### src/rtl/rtc_digit_reader.sv
// Bus-master reader for the RTC multiplexed address/data bus.
// Bursts through 10 RTC registers into a shadow bank and commits them to the screen digits atomically.
module rtc_digit_reader #(
  parameter int unsigned PERIOD_CYCLES = 10_000_000,
  parameter int unsigned TPH           = 4,
  parameter logic [7:0]  ADDR_CLK      = 8'h21,
  parameter logic [7:0]  ADDR_TMR      = 8'h41
) (
  input  logic       clock,
  input  logic       reset,
  input  logic       hold,
  input  logic       rd_req,
  output logic       cs_n,
  output logic       rd_n,
  output logic       wr_n,
  output logic       ad,
  output logic [7:0] bus_out,
  output logic       bus_oe,
  input  logic [7:0] bus_in,
  output logic       busy,
  output logic       done,
  output logic       bcd_err,
  output logic [3:0] digit0_HH,   output logic [3:0] digit1_HH,
  output logic [3:0] digit0_MM,   output logic [3:0] digit1_MM,
  output logic [3:0] digit0_SS,   output logic [3:0] digit1_SS,
  output logic [3:0] digit0_DAY,  output logic [3:0] digit1_DAY,
  output logic [3:0] digit0_MES,  output logic [3:0] digit1_MES,
  output logic [3:0] digit0_YEAR, output logic [3:0] digit1_YEAR,
  output logic [3:0] digit0_HH_T, output logic [3:0] digit1_HH_T,
  output logic [3:0] digit0_MM_T, output logic [3:0] digit1_MM_T,
  output logic [3:0] digit0_SS_T, output logic [3:0] digit1_SS_T,
  output logic       AM_PM,
  output logic [2:0] dia_semana
);

  // state   | meaning
  // S_IDLE  | waiting for pending && !hold
  // S_ADDR  | address phase, TPH cycles
  // S_GAP   | 1 turnaround cycle, bus released
  // S_DATA  | read phase, TPH cycles, sample on last cycle
  // S_REC   | recovery, TPH cycles
  // S_COMMIT| shadow bank copied to outputs
  typedef enum logic [2:0] {S_IDLE, S_ADDR, S_GAP, S_DATA, S_REC, S_COMMIT} state_t;

  localparam logic [3:0]  PH_LOAD  = 4'(TPH - 1);
  localparam logic [23:0] PER_LAST = 24'(PERIOD_CYCLES - 1);

  state_t      state_q, state_d;
  logic [3:0]  ph_q, ph_d, idx_q, idx_d;
  logic [23:0] per_q, per_d;
  logic        pend_q, pend_d, per_wrap;
  logic [7:0]  shadow_q [10];
  logic [7:0]  shadow_d [10];
  logic        cs_n_q, cs_n_d, rd_n_q, rd_n_d, ad_q, ad_d, oe_q, oe_d;
  logic        busy_q, busy_d, done_q, done_d, err_q, err_d;
  logic [7:0]  bus_out_q, bus_out_d;
  // Digit slots: 0 SS, 1 MM, 2 HH, 3 DAY, 4 MES, 5 YEAR, 6 SS_T, 7 MM_T, 8 HH_T
  logic [3:0]  d0_q [9], d0_d [9], d1_q [9], d1_d [9];
  logic [3:0]  dec_d0 [9], dec_d1 [9];
  logic        ampm_q, ampm_d, dec_ampm, burst_err;
  logic [2:0]  dow_q, dow_d, dec_dow;

  function automatic logic [3:0] bcd_clip(input logic [3:0] n);
    return (n > 4'd9) ? 4'd0 : n;
  endfunction

  function automatic logic bcd_bad(input logic [7:0] r);
    return (r[7:4] > 4'd9) || (r[3:0] > 4'd9);
  endfunction

  always_comb begin
    burst_err = 1'b0;
    for (int k = 0; k < 10; k++) burst_err = burst_err | bcd_bad(shadow_q[k]);
    for (int s = 0; s < 9; s++) begin
      dec_d0[s] = bcd_clip(shadow_q[(s < 6) ? s : s + 1][3:0]);
      dec_d1[s] = bcd_clip(shadow_q[(s < 6) ? s : s + 1][7:4]);
    end
    // hour tens is a single bit; bit5 carries AM/PM
    dec_d1[2] = {3'b000, shadow_q[2][4]};
    dec_d1[8] = {3'b000, shadow_q[9][4]};
    dec_ampm  = shadow_q[2][5];
    dec_dow   = shadow_q[6][2:0];
  end

  always_comb begin
    per_wrap = (per_q == PER_LAST);
    per_d    = per_wrap ? '0 : per_q + 24'd1;
    state_d  = state_q;
    ph_d     = ph_q;
    idx_d    = idx_q;
    pend_d   = pend_q;
    shadow_d = shadow_q;
    busy_d   = busy_q;
    done_d   = 1'b0;
    err_d    = 1'b0;
    d0_d     = d0_q;
    d1_d     = d1_q;
    ampm_d   = ampm_q;
    dow_d    = dow_q;
    case (state_q)
      S_IDLE: if (pend_q && !hold) begin
        state_d = S_ADDR;
        idx_d   = '0;
        ph_d    = PH_LOAD;
        pend_d  = 1'b0;
        busy_d  = 1'b1;
      end
      S_ADDR: if (ph_q == '0) state_d = S_GAP; else ph_d = ph_q - 4'd1;
      S_GAP: begin
        state_d = S_DATA;
        ph_d    = PH_LOAD;
      end
      S_DATA: if (ph_q == '0) begin
        shadow_d[idx_q] = bus_in;
        state_d = S_REC;
        ph_d    = PH_LOAD;
      end else ph_d = ph_q - 4'd1;
      S_REC: if (ph_q == '0) begin
        if (idx_q == 4'd9) state_d = S_COMMIT;
        else begin
          state_d = S_ADDR;
          idx_d   = idx_q + 4'd1;
          ph_d    = PH_LOAD;
        end
      end else ph_d = ph_q - 4'd1;
      S_COMMIT: begin
        state_d = S_IDLE;
        busy_d  = 1'b0;
        done_d  = 1'b1;
        err_d   = burst_err;
        d0_d    = dec_d0;
        d1_d    = dec_d1;
        ampm_d  = dec_ampm;
        dow_d   = dec_dow;
      end
      default: state_d = S_IDLE;
    endcase
    // a request arriving while busy (or on the start cycle) wins over the clear
    if (per_wrap || rd_req) pend_d = 1'b1;

    cs_n_d    = !((state_d == S_ADDR) || (state_d == S_DATA));
    ad_d      = (state_d != S_ADDR);
    rd_n_d    = (state_d != S_DATA);
    oe_d      = (state_d == S_ADDR);
    bus_out_d = '0;
    if (state_d == S_ADDR)
      bus_out_d = (idx_d < 4'd7) ? ADDR_CLK + {4'b0000, idx_d}
                                 : ADDR_TMR + {4'b0000, idx_d} - 8'd7;
  end

  always_ff @(posedge clock or negedge reset) begin
    if (!reset) begin
      state_q   <= S_IDLE;
      ph_q      <= '0;
      idx_q     <= '0;
      per_q     <= '0;
      pend_q    <= 1'b0;
      shadow_q  <= '{default: 8'h00};
      cs_n_q    <= 1'b1;
      rd_n_q    <= 1'b1;
      ad_q      <= 1'b1;
      oe_q      <= 1'b0;
      bus_out_q <= '0;
      busy_q    <= 1'b0;
      done_q    <= 1'b0;
      err_q     <= 1'b0;
      d0_q      <= '{default: 4'h0};
      d1_q      <= '{default: 4'h0};
      ampm_q    <= 1'b0;
      dow_q     <= '0;
    end else begin
      state_q   <= state_d;
      ph_q      <= ph_d;
      idx_q     <= idx_d;
      per_q     <= per_d;
      pend_q    <= pend_d;
      shadow_q  <= shadow_d;
      cs_n_q    <= cs_n_d;
      rd_n_q    <= rd_n_d;
      ad_q      <= ad_d;
      oe_q      <= oe_d;
      bus_out_q <= bus_out_d;
      busy_q    <= busy_d;
      done_q    <= done_d;
      err_q     <= err_d;
      d0_q      <= d0_d;
      d1_q      <= d1_d;
      ampm_q    <= ampm_d;
      dow_q     <= dow_d;
    end
  end

  assign cs_n    = cs_n_q;
  assign rd_n    = rd_n_q;
  assign wr_n    = 1'b1;
  assign ad      = ad_q;
  assign bus_out = bus_out_q;
  assign bus_oe  = oe_q;
  assign busy    = busy_q;
  assign done    = done_q;
  assign bcd_err = err_q;

  assign digit0_SS   = d0_q[0]; assign digit1_SS   = d1_q[0];
  assign digit0_MM   = d0_q[1]; assign digit1_MM   = d1_q[1];
  assign digit0_HH   = d0_q[2]; assign digit1_HH   = d1_q[2];
  assign digit0_DAY  = d0_q[3]; assign digit1_DAY  = d1_q[3];
  assign digit0_MES  = d0_q[4]; assign digit1_MES  = d1_q[4];
  assign digit0_YEAR = d0_q[5]; assign digit1_YEAR = d1_q[5];
  assign digit0_SS_T = d0_q[6]; assign digit1_SS_T = d1_q[6];
  assign digit0_MM_T = d0_q[7]; assign digit1_MM_T = d1_q[7];
  assign digit0_HH_T = d0_q[8]; assign digit1_HH_T = d1_q[8];
  assign AM_PM       = ampm_q;
  assign dia_semana  = dow_q;

endmodule

### config.mk
export PLATFORM = sky130hd
export DESIGN_NAME = rtc_digit_reader
export DESIGN_NICKNAME = d
export VERILOG_FILES = /design/src/rtl/rtc_digit_reader.sv
export SDC_FILE = /design/constraint.sdc
export NUM_CORES = 1
export LEC_CHECK = 0
export CELL_PAD_IN_SITES_DETAIL_PLACEMENT = 0
export CELL_PAD_IN_SITES_GLOBAL_PLACEMENT = 1
export CORE_UTILIZATION = 48
export DETAILED_ROUTE_END_ITERATION = 16
export HOLD_SLACK_MARGIN = 0.15
export PLACE_DENSITY_LB_ADDON = 0.05
export SLEW_MARGIN = 20
export SYNTH_ARGS = -nofsm -noshare
export SYNTH_HDL_FRONTEND = slang
export SYNTH_SLANG_ARGS = --single-unit
### constraint.sdc
create_clock -name clock -period 6.1 [get_ports clock]
set_input_delay 0.915 -clock clock [delete_from_list [all_inputs] [get_ports clock]]
set_output_delay 0.915 -clock clock [all_outputs]
set_load 0.05 [all_outputs]
# Word-level counts from Yosys, hierarchy flattened
# Index checks and enable logic that the tools add are counted.
dict set report word_totals {
  register_bits 201
  out_inout_bits 92
  elab_cells 167
}
dict set report op_classes {
  addsub 6
  magnitude_cmp 23
  eq_ne 14
  mux 45
  bitwise_logic 10
  reduce_logical 26
}
# op n
set op_table {}
lappend op_table {{2-to-1 mux 4 bit} 24}
lappend op_table {{bitwise mux 80 bit} 1}
lappend op_table {{> comparator 4 bit, second input constant} 20}
lappend op_table {{demux 8 bit (select 4 bit)} 1}
lappend op_table {{adder 24 x 1 -> 24 bit, second input constant} 1}
lappend op_table {{equality test 24 bit, second input constant} 1}
lappend op_table {{2-to-1 mux 24 bit} 1}
lappend op_table {{2-to-1 mux 8 bit} 3}
lappend op_table {{one-hot mux 4 bit (5 select lines)} 1}
lappend op_table {{2-to-1 mux 3 bit} 5}
lappend op_table {{one-hot mux 3 bit (5 select lines)} 1}
lappend op_table {{logical OR 1 bit} 12}
lappend op_table {{equality test 3 x 2 -> 1 bit, second input constant} 3}
lappend op_table {{bitwise OR 1 bit} 9}
lappend op_table {{adder 7 x 4 -> 8 bit, first input constant} 1}
lappend op_table {{one-hot mux 4 bit (2 select lines)} 1}
lappend op_table {{subtractor 8 x 3 -> 8 bit, second input constant} 1}
lappend op_table {{adder 6 x 4 -> 7 bit, first input constant} 1}
lappend op_table {{equality test 3 x 1 -> 1 bit, second input constant} 2}
lappend op_table {{equality test 3 bit, second input constant} 2}
lappend op_table {{2-to-1 mux 1 bit} 6}
lappend op_table {{AND reduction 2 bit} 3}
lappend op_table {{nonzero test 2 bit} 3}
lappend op_table {{>= comparator 5 bit, second input constant} 1}
lappend op_table {{other kinds (17)} 20}

# Longest topological paths before layout
# Gate-level depths: netlist of run 1.
dict set report depth {
  depth_word 12
  ltp_mapped 11
}

# Least setup slack after synthesis of run 1
# No wires, ideal clock.
dict set report synth_timing {
  kind {flip-flop to flip-flop}
  startpoint {register ph_q[0]}
  endpoint {register bus_out_q[0], in the netlist bus_out[0]}
  arrival_ns 2.569
  required_ns 6.021
  setup_slack_ns 3.451
  path_stages_with_launch 11
  n_path_buf 1
  period_less_slack_ns 2.649
  cell_sequence {dfrtp_1 > inv_1 > ha_1 > or3b_1 > clkbuf_1 > o21ai_0 > a31oi_1 > ha_1 > and2_1 > a211oi_2 > mux2i_1}
}
dict set report synth_via {
  elab_chain_len 7
  word_cells_on_any_way 14
}
# element line
set synth_lines {}
lappend synth_lines {{start, declared} 49} ;# logic [3:0] ph_q, ph_d, idx_q, idx_d;
lappend synth_lines {{start signal, assigned} 173} ;# ph_q <= ph_d;
lappend synth_lines {{logical NOT 4 bit *} 118} ;# S_REC: if (ph_q == '0) begin
lappend synth_lines {{2-to-1 mux 4 bit *} 118}
lappend synth_lines {{one-hot mux 4 bit (2 select lines) *} 100} ;# case (state_q)
lappend synth_lines {{net idx_d[0]} 49}
lappend synth_lines {{adder 7 x 4 -> 8 bit} 148} ;# : ADDR_TMR + {4'b0000, idx_d} - 8'd7;
lappend synth_lines {{subtractor 8 x 3 -> 8 bit} 148}
lappend synth_lines {{2-to-1 mux 8 bit *} 147} ;# bus_out_d = (idx_d < 4'd7) ? ADDR_CLK + {4'b0000, idx_d}
lappend synth_lines {{2-to-1 mux 8 bit *} 146} ;# if (state_d == S_ADDR)
lappend synth_lines {{net bus_out_d[0]} 56} ;# logic [7:0] bus_out_q, bus_out_d;
lappend synth_lines {{end signal, assigned} 182} ;# bus_out_q <= bus_out_d;
lappend synth_lines {{end, declared} 56}
# The timed path passes the listed nets; every way through them passes the cells marked *.
# A chain may end at the register's enable or synchronous reset.

# Final worst setup path of run 1
dict set report layout_timing {
  startpoint {register ph_q[0]}
  endpoint {register bus_out_q[3], in the netlist bus_out[3]}
}
# Same word-level chain as after synthesis.

==> results.md, run 1 <==
- RD Place Congestion: 0.847
- IO Pins: 104
- Crit Path Class: flip-flop to flip-flop
- Final setup vio count: 0
- Async SR Flop Fraction: between 90% and 100%
- GRT Util Overall: 20.8%
- Max-slew headroom: 42.4%
- Die Ht: 135 um
- Clock sink count: 199
- Syn Inst Count: 768
- Vias per inst: approximately 5.2
- Clock transition at path regs: 0.07 ns
- Clock Path Buffers: 2
- Buf+Inv Stages, Crit Path: 1
- HP Class: flip-flop to flip-flop
- Max Cap Viol: 0
- Ys flop type: dfrtp_1
- CP endpoint kind: flip-flop
- Initial core utilization: 49.2%
- Skew final: 0.0113 ns
- Filler Cell Count: 1477
- Final min period: 3.08 ns
- CP arrival: 3.42 ns
- Num CTS Buffers: 17
- Initial antenna violation count: 0
- Critical-path maximum fanout: 8
- Global-route wire length before repair: just under 30000 um
- Remaining DRCs: 0
- Post-route clock period utilization: 50.5%
- CP delay by family, top: compound AO/OA/AOI/OAI gates
- Area leader, netlist: dfrtp_1
- Area of the die: 18300 um2
- Final non-filler cell total: 1090
- Yosys top cell area share: between 50% and 60%
- Max reg flops: between 70 and 80
- Unrepaired setup endpoints after global routing: no
- CTS tree: built
- Worst EP required: 6.44 ns
- Clock Latency Late Sink: 0.42 ns
- Slew Viols, Final: 0
- Layout overhead on the synthesized area: 20.2%
- Library cells used by synthesis: 60
- Final net count: around 870
- Dpl cells: 1058
- Area after DPL: 9610 um2
- WL final: 17400 um
- Antenna diode count: 0
- DR vias: 5678
- Slew @ Worst Pin: 0.864 ns
- Final hold vios: 0
- H-tree lvl count: 4
- Biggest register: shadow_q
- LEAKAGE: 4.43 nW
- Most frequent cells in the layout: 196 x dfrtp_1, 137 x nand2_1, 94 x clkdlybuf4s50_1
- Synth Area per Inst: about 11 um2
- Die extent in x: 135 um
- Cts repair resizes: 0
- Slowest CP cell: or3b_1
- Syn. warnings: 0
- Post-synthesis sequential area ratio: 58.6%
- DRT antenna net count: 0
- Clock Root Buffer: clkbuf_16
- Layout cells sized above 1: 15.1%
- Mean routed wirelength per cell: 16.0 um
- Site Rows: 48
- Peak supply drop: around 0.0002 V
- Critical path startpoint category: flip-flop
- Global route overflow: 0
- Run status: complete, no violations
- Post-DP HPWL: 12200 um
- Post-CTS Setup Bufs: 0
- Number of synthesized flops with an enable pin: 0
- Synth Register Bits: slightly below 200
- DR iter-0 viols: 280
- IO buf count: 95
- Commonest non-fill, non-tap cell in the layout: dfrtp_1
- Setup TNS: 0 ns
- Fin area: around 10000 um2
- Core Box Area: 17300 um2
- Cell mode on critical path: ha_1
- Max Clk Rate: 0.325 GHz
- Slowest stage delay, CP: 0.48 ns
- Post-Syn Area: 8510 um2
- Core Util, Final: slightly below 60%
- DR pass1 iterations: 4
- Critical path cell sequence: inv_1, ha_1, or3b_1, o21ai_0, a31oi_1, ha_1, and2_1, a211oi_2, mux2i_1
- Pin count of the biggest net entering global routing: 100
- Vias in the first global route: 5692
- P per Cell Area: 255 nW/um2
- # hold bufs at CTS: 0
- Area contributors post-synth: dfrtp_1 58%, mux2_2 10%, nand2_1 6.0%
[final timing paths]
path | slack, ns | endpoint | cells past startpoint | start
max in group asynchronous | 4.38 | digit0_YEAR[2]$_DFFE_PN0P_ | 2 | reset
hold reg to reg | 0.47 | digit1_HH[0]$_DFFE_PN0P_ | 2 | dec_d1[24]$_DFFE_PN0P_
setup reg to reg | 3.02 | bus_out[3]$_DFF_PN0_ | 9 | ph_q[0]$_DFFE_PN0P_
hold / removal | 0.47 | digit1_HH[0]$_DFFE_PN0P_ | 2 | dec_d1[24]$_DFFE_PN0P_
min in group asynchronous | 0.52 | digit1_DAY[2]$_DFFE_PN0P_ | 1 | reset
setup / recovery | 3.02 | bus_out[3]$_DFF_PN0_ | 9 | ph_q[0]$_DFFE_PN0P_
[final cells by class]
cell class	instances	area [um2]	area share, %
Tap cell	225	282	2.75
Clock inverter	12	151	1.48
Timing Repair Buffer	99	985	9.63
Multi-Input combinational cell	525	3330	32.5
Inverter	10	37.5	0.367
Clock buffer	20	457	4.47
Sequential cell	199	4980	48.8
[layer usage]
metal	GRT usage [%]	up-vias	wire [um]
li1	-	2777	-
met1	27.7	2800	8020
met2	34.8	93	8890
met3	3.30	8	417
met4	6.87	0	111
met5	0	-	0
[through the flow]
stage / hold slack [ns] / total power [mW] / worst slack [ns]
detailed placement: 0.464 / 1.49 / 2.74
floorplan: 0.433 / 1.44 / 3.45
global placement: 0.463 / 1.49 / 2.87
finish: 0.468 / 2.61 / 3.02
global route: 0.495 / 2.70 / 2.76
CTS: 0.480 / 2.64 / 3.05
[kinds of logic (layout without fill, tap and decap cells)]
group / count (synthesis) / in the layout / synth area share [%]
compound gates: 120 / 120 / 8.05
xor+xnor: 20 / 20 / 2.06
fa+ha+maj: 10 / 10 / 1.47
buf+inv: 50 / 141 / 2.62
flops: 199 / 199 / 58.6
mux: 84 / 84 / 11.0
other cells: 2 / 8 / 0.0883
simple gates: 283 / 283 / 16.1
[worst register-to-register path: stages, from the launching register on]
cell      delay, ns
dfrtp_1        0.41
inv_1          0.13
ha_1           0.19
or3b_1         0.48
o21ai_0        0.37
a31oi_1        0.24
ha_1           0.30
and2_1         0.17
a211oi_2       0.44
mux2i_1        0.25
[report_power, final]
part	switching, mW	internal [mW]
clock	0.477	0.667
sequential	0.0191	1.34
combinational	0.0653	0.0346
[Yosys cell counts, drive strengths merged, types with 2 or more instances]
| cell type | number |
|---|---|
| or4 | 4 |
| dfrtp | 196 |
| or2 | 4 |
| o21ai | 89 |
| nor3 | 6 |
| ha | 10 |
| mux2 | 79 |
| conb | 2 |
| o31ai | 4 |
| nor2b | 3 |
| a21oi | 8 |
| nand2b | 39 |
| nand4 | 12 |
| o2bb2ai | 2 |
| o221ai | 2 |
| dfstp | 3 |
| xor2 | 8 |
| a31oi | 2 |
| mux2i | 5 |
| inv | 10 |
| nand2 | 137 |
| nor2 | 36 |
| o211ai | 2 |
| clkbuf | 20 |
| nor3b | 3 |
| and3 | 3 |
| or3 | 3 |
| buf | 20 |
| nor4 | 3 |
| nand4b | 2 |
| or3b | 2 |
| o211a | 2 |
| nand3 | 20 |
| xnor2 | 12 |
(Power assumes the default switching activity.)
==> run 2: changes to the inputs <==
- CORE_UTILIZATION: 48 -> 44
- clock period: 6.1 -> 3.02 ns (I/O delays scaled with it)
==> run 2 against run 1 <==
Net effect: core utilization decreased by 4.0 points; clock power increased by 110%; first-iteration DRC count decreased by 12%; routed wire length increased by 3.9%; combinational power increased by 110%; global-route usage decreased by 1.3 points; power increased by 100%; worst setup slack got worse by 2.8 ns; sequential power increased by 100%; sequential cell count unchanged; final cell count increased by 3.8%; critical endpoint is now bus_out[0]$_DFF_PN0_; largest cell class unchanged; highest routed layer unchanged.
==> results.md, run 2 (same netlist as run 1, synthesis figures left out) <==
- Most frequent cells in the layout: 196 x dfrtp_1, 137 x nand2_1, 94 x clkdlybuf4s50_1 (unchanged)
- Final hold vios: 0 (unchanged)
- Post-CTS Setup Bufs: 0 (unchanged)
- GRT Util Overall: 19.5% (was 20.8%)
- Dpl cells: 1098 (was 1058)
- Global-route wire length before repair: 30100 um (was 29200 um)
- Num CTS Buffers: 17 (unchanged)
- Clock Latency Late Sink: 0.43 ns (was 0.42 ns)
- Initial antenna violation count: 0 (unchanged)
- Post-route clock period utilization: 93.9% (was 50.5%)
- Slew @ Worst Pin: 0.804 ns (was 0.864 ns)
- HP Class: flip-flop to flip-flop (unchanged)
- Area after DPL: 9740 um2 (was 9610 um2)
- Remaining DRCs: 0 (unchanged)
- Max Cap Viol: 0 (unchanged)
- Worst EP required: 3.37 ns (was 6.44 ns)
- Mean routed wirelength per cell: 16.0 um (about the same)
- LEAKAGE: 4.48 nW (was 4.43 nW)
- Pin count of the biggest net entering global routing: 96 (was 100)
- Setup TNS: 0 ns (unchanged)
- Clock Root Buffer: clkbuf_16 (unchanged)
- CP endpoint kind: flip-flop (unchanged)
- Initial core utilization: 45.2% (was 49.2%)
- CTS tree: built (unchanged)
- Peak supply drop: 0.000429 V (was 0.000206 V)
- Core Box Area: 18800 um2 (was 17300 um2)
- Layout cells sized above 1: 15.8% (was 15.1%)
- Area of the multi-input gates: 3340 um2 (was 3330 um2)
- Core Util, Final: 55.1% (was 59.1%)
- Clock Path Buffers: 2 (unchanged)
- IO buf count: 95 (unchanged)
- DRT antenna net count: 0 (unchanged)
- IO Pins: 104 (unchanged)
- Global route overflow: 0 (unchanged)
- Biggest register: shadow_q (unchanged)
- Post-DP HPWL: 12600 um (was 12200 um)
- H-tree lvl count: 4 (unchanged)
- Final setup vio count: 0 (unchanged)
- Max-slew headroom: 46.4% (was 42.4%)
- Slew Viols, Final: 0 (unchanged)
- Layout overhead on the synthesized area: 22.0% (was 20.2%)
- Skew final: 0.00763 ns (was 0.0113 ns)
- Filler Cell Count: 1648 (was 1477)
- Die extent in x: 141 um (was 135 um)
- Die Ht: 141 um (was 135 um)
- Crit Path Class: flip-flop to flip-flop (unchanged)
- Clock sink count: 199 (unchanged)
- Final min period: 2.83 ns (was 3.08 ns)
- Run status: complete, no violations (unchanged)
- Vias per inst: 5.04 (was 5.21)
- Max Clk Rate: 0.353 GHz (was 0.325 GHz)
- DR iter-0 viols: 246 (was 280)
- Area of the die: 19900 um2 (was 18300 um2)
- Max reg flops: 73 (unchanged)
- Commonest non-fill, non-tap cell in the layout: dfrtp_1 (unchanged)
- Dpl ws: 0.0739 ns (was 2.74 ns)
- DR pass1 iterations: 6 (was 4)
- RD Place Congestion: 0.818 (was 0.847)
- Critical path startpoint category: flip-flop (unchanged)
- Clock transition at path regs: 0.07 ns (about the same)
- Post-route setup slack: 0.186 ns (was 3.02 ns)
- DR vias: 5697 (was 5678)
- Critical-path maximum fanout: 8 (unchanged)
- Final non-filler cell total: 1131 (was 1090)
- Fin area: 10400 um2 (was 10200 um2)
- WL final: 18100 um (was 17400 um)
- P per Cell Area: 514 nW/um2 (was 255 nW/um2)
- Site Rows: 50 (was 48)
- CP arrival: 3.18 ns (was 3.42 ns)
- Vias in the first global route: 5672 (was 5692)
- Antenna diode count: 0 (unchanged)
- Final net count: 880 (was 874)
- Storage element area: 4980 um2 (unchanged)
[run 2: cell count changes in the layout (fill, tap and decap cells not counted), sizes merged]
cell and delta:
inv +6, clkinv -2, clkbuf -3, clkinvlp -1, buf +5, dlygate4sd3 +1
[run 2: critical path, cell delays in order, from the launching register on]
cell and delay, ns:
dfrtp_1 0.41, inv_1 0.11, ha_1 0.19, or3b_1 0.49
o211ai_1 0.22, o221ai_1 0.25, ha_2 0.31, and2_1 0.18
a211oi_4 0.35, mux2i_1 0.23
[run 2: layout make-up]
class / count / area share, %
Clock buffer: 17 / 4.10
Clock inverter: 15 / 1.83
Inverter: 10 / 0.362
Multi-Input combinational cell: 525 / 32.1
Sequential cell: 199 / 48.0
Tap cell: 260 / 3.13
Timing Repair Buffer: 105 / 10.4
[run 2: through the flow]
stage	total power [mW]	hold WS (ns)
after detailed placement	3.02	0.463
final	5.33	0.478
after global routing	5.53	0.509
after CTS	5.40	0.485
after global placement	3.01	0.451
after floorplan	2.91	0.157
[run 2: metal layers]
layer	track usage (%)	up-vias	wire length, um
li1	-	2785	-
met1	26.6	2807	8500
met2	32.1	90	8990
met3	3.43	15	472
met4	5.66	0	169
met5	0	-	0
[run 2: final timing paths]
kind                                            from                         to  slack [ns]  cells past startpoint
min in group asynchronous                      reset   shadow_q[45]$_DFFE_PN0P_        0.66                      2
max reg2reg                      ph_q[0]$_DFFE_PN0P_       bus_out[0]$_DFF_PN0_        0.19                      9
min reg2reg                digit0_DAY[0]$_DFFE_PN0P_  digit0_DAY[0]$_DFFE_PN0P_        0.48                      2
max in group asynchronous                      reset               ad$_DFF_PN1_        1.57                      3
min                        digit0_DAY[0]$_DFFE_PN0P_  digit0_DAY[0]$_DFFE_PN0P_        0.48                      2
max                              ph_q[0]$_DFFE_PN0P_       bus_out[0]$_DFF_PN0_        0.19                      9
[run 2: report_power, final]
part           total, mW  internal [mW]  switching (mW)  leakage, nW
registers           2.75           2.71          0.0390         2.52
clock network       2.37           1.33            1.04        0.300
logic              0.214         0.0771           0.137         1.66
total               5.33           4.11            1.22         4.48
[run 2: timing repair]
| item | 4_1_cts | 5_1_grt |
|---|---|---|
| hold buffers | 1 | 0 |
| endpoints found under the hold margin | 57 | 0 |
| resized for setup | 0 | 3 |
| setup endpoints to repair | 0 | 5 |
==> run 3: changes to the inputs <==
- CORE_UTILIZATION: 44 -> 48
- clock period: 3.02 -> 3.3 ns (I/O delays scaled with it)
==> run 3 against run 2 <==
Net effect: largest cell class unchanged; hold slack worse by 0.30 ns; first-iteration DRC count is 27% higher; critical endpoint unchanged; sequential power shrank 8.4%; final area fell by 1.1%; highest routed layer unchanged; maximum frequency fell by 7.8%.
==> results.md, run 3 (same netlist as run 1, synthesis figures left out) <==
- Run status: complete, no violations (unchanged)
- LEAKAGE: 4.45 nW (was 4.48 nW)
- Max-slew headroom: 45.0% (was 46.4%)
- CP arrival: 3.42 ns (was 3.18 ns)
- Core Box Area: 17300 um2 (was 18800 um2)
- Part of the power in combinational logic: 3.9% (was 4.0%)
- Clock sink count: 199 (unchanged)
- Clock Root Buffer: clkbuf_16 (unchanged)
- Site Rows: 48 (was 50)
- Initial antenna violation count: 0 (unchanged)
- Max Cap Viol: 0 (unchanged)
- Die Ht: 135 um (was 141 um)
- Reg2reg end: bus_out[0]$_DFF_PN0_ (unchanged)
- CTS tree: built (unchanged)
- Area of the die: 18300 um2 (was 19900 um2)
- Reg-to-reg startpoint: ph_q[0]$_DFFE_PN0P_ (unchanged)
- Critical-path maximum fanout: 8 (unchanged)
- Antenna diode count: 0 (unchanged)
- Cts repair resizes: 0 (unchanged)
- Setup TNS: 0 ns (unchanged)
- DR pass1 iterations: 4 (was 6)
- Final net count: 878 (was 880)
- Skew final: 0.00871 ns (was 0.00763 ns)
- Net Sw Frac: 21.4% (was 22.9%)
- Final setup vio count: 0 (unchanged)
- RD Place Congestion: 0.834 (was 0.818)
- Most frequent cells in the layout: 196 x dfrtp_1, 137 x nand2_1, 94 x clkdlybuf4s50_1 (unchanged)
- Initial core utilization: 49.2% (was 45.2%)
- IO Pins: 104 (unchanged)
- DR vias: 5735 (was 5697)
- Unrepaired setup endpoints after global routing: no
- GRT Util Overall: 20.8% (was 19.5%)
- Biggest register: shadow_q (unchanged)
- Commonest non-fill, non-tap cell in the layout: dfrtp_1 (unchanged)
- Filler Cell Count: 1442 (was 1648)
- Pin count of the biggest net entering global routing: 107 (was 96)
- Clk network pwr share: 43.8% (was 44.4%)
- H-tree lvl count: 4 (unchanged)
- Remaining DRCs: 0 (unchanged)
- P per Cell Area: 470 nW/um2 (was 514 nW/um2)
- Final hold vios: 0 (unchanged)
- Clock transition at path regs: 0.07 ns (about the same)
- Pint: 3.79 mW (was 4.11 mW)
- Num CTS Buffers: 17 (unchanged)
- Final min period: 3.08 ns (was 2.83 ns)
- DR iter-0 viols: 312 (was 246)
- Layout cells sized above 1: 15.4% (was 15.8%)
- Clock Latency Late Sink: 0.42 ns (was 0.43 ns)
- HP Class: primary input to asynchronous set/reset pin (was flip-flop to flip-flop)
- Vias per inst: 5.24 (was 5.04)
- Reg-to-reg slack, setup: 0.22 ns (was 0.19 ns)
- Worst EP required: 3.64 ns (was 3.37 ns)
- Slew Viols, Final: 0 (unchanged)
- Global route overflow: 0 (unchanged)
- Peak supply drop: 0.000370 V (was 0.000429 V)
- # hold bufs at CTS: 0 (was 1)
- Dpl cells: 1062 (was 1098)
- Layout overhead on the synthesized area: 20.7% (was 22.0%)
- Critical path startpoint category: flip-flop (unchanged)
- Final non-filler cell total: 1094 (was 1131)
- IO buf count: 95 (unchanged)
- Max reg flops: 73 (unchanged)
- Vias in the first global route: 5735 (was 5672)
- Post-route clock period utilization: 93.2% (was 93.9%)
- WL final: 17600 um (was 18100 um)
- Global-route wire length before repair: 29200 um (was 30100 um)
- Post-CTS Setup Bufs: 0 (unchanged)
- Post-DP HPWL: 12300 um (was 12600 um)
- FF-to-FF path depth: 9 (unchanged)
- Clock Path Buffers: 2 (unchanged)
- DRT antenna net count: 0 (unchanged)
- Die extent in x: 135 um (was 141 um)
- CP endpoint kind: flip-flop (unchanged)
- Sequential power share: 52.3% (was 51.6%)
- Max Clk Rate: 0.325 GHz (was 0.353 GHz)
- Crit Path Class: flip-flop to flip-flop (unchanged)
- Slew @ Worst Pin: 0.824 ns (was 0.804 ns)
- Mean routed wirelength per cell: 16.1 um (was 16.0 um)
- Sw Pwr: 1.03 mW (was 1.22 mW)
[run 3: routing by layer]
metal,GRT usage [%],share of wire [%]
met1,27.7,46
met2,35.1,51
met3,3.87,2.7
met4,5.62,0.98
met5,0,0
[run 3: stage by stage]
stage | total power, mW | worst slack (ns) | util (%) | hold WS [ns] | instance area, um2
finish | 4.82 | 0.224 | 59.3 | 0.178 | 10300
global route | 4.99 | 0.0422 | 59.3 | 0.233 | 10300
CTS | 4.87 | 0.216 | 59.3 | 0.206 | 10300
detailed placement | 2.76 | 0.291 | 55.8 | 0.469 | 9660
global placement | 2.75 | 0.480 | 55.8 | 0.462 | 9660
floorplan | 2.66 | 0.651 | - | 0.199 | 8530
[run 3: final cells by class]
type | count | area (um2) | area share [%]
Sequential cell | 199 | 4980 | 48.6
Multi-Input combinational cell | 525 | 3330 | 32.4
Timing Repair Buffer | 103 | 1030 | 10.0
Clock buffer | 21 | 460 | 4.49
Tap cell | 225 | 282 | 2.74
Clock inverter | 11 | 148 | 1.44
Inverter | 10 | 37.5 | 0.366
[run 3: how the worst max path moves through the flow]
stage	cells after the start	slack [ns]	from	end
floorplan	10	0.65	ph_q[0]$_DFFE_PN0P_	bus_out[0]$_DFF_PN0_
global placement	8	0.48	hold	bus_out[1]$_DFF_PN0_
detailed placement	9	0.29	ph_q[0]$_DFFE_PN0P_	bus_out[0]$_DFF_PN0_
CTS	9	0.22	ph_q[0]$_DFFE_PN0P_	bus_out[0]$_DFF_PN0_
global route	9	0.04	ph_q[0]$_DFFE_PN0P_	bus_out[3]$_DFF_PN0_
finish	9	0.22	ph_q[0]$_DFFE_PN0P_	bus_out[0]$_DFF_PN0_
[run 3: power groups by stage]
| stage | sequential (mW) | combinational [mW] | clock, mW |
|---|---|---|---|
| 2_1_floorplan | 2.55 | 0.108 | 0 |
| 3_3_place_gp | 2.56 | 0.190 | 0 |
| 3_5_place_dp | 2.56 | 0.195 | 0 |
| 4_1_cts | 2.52 | 0.196 | 2.16 |
| 5_1_grt | 2.52 | 0.216 | 2.25 |
| 6_report | 2.52 | 0.190 | 2.11 |
[run 3: worst max-delay path, stage by stage, from the launching register on]
cell      delay [ns]
dfrtp_1         0.41
inv_1           0.12
ha_1            0.19
or3b_1          0.49
o21ai_0         0.35
a31oi_1         0.24
ha_1            0.30
and2_1          0.17
a211oi_2        0.45
mux2i_1         0.27
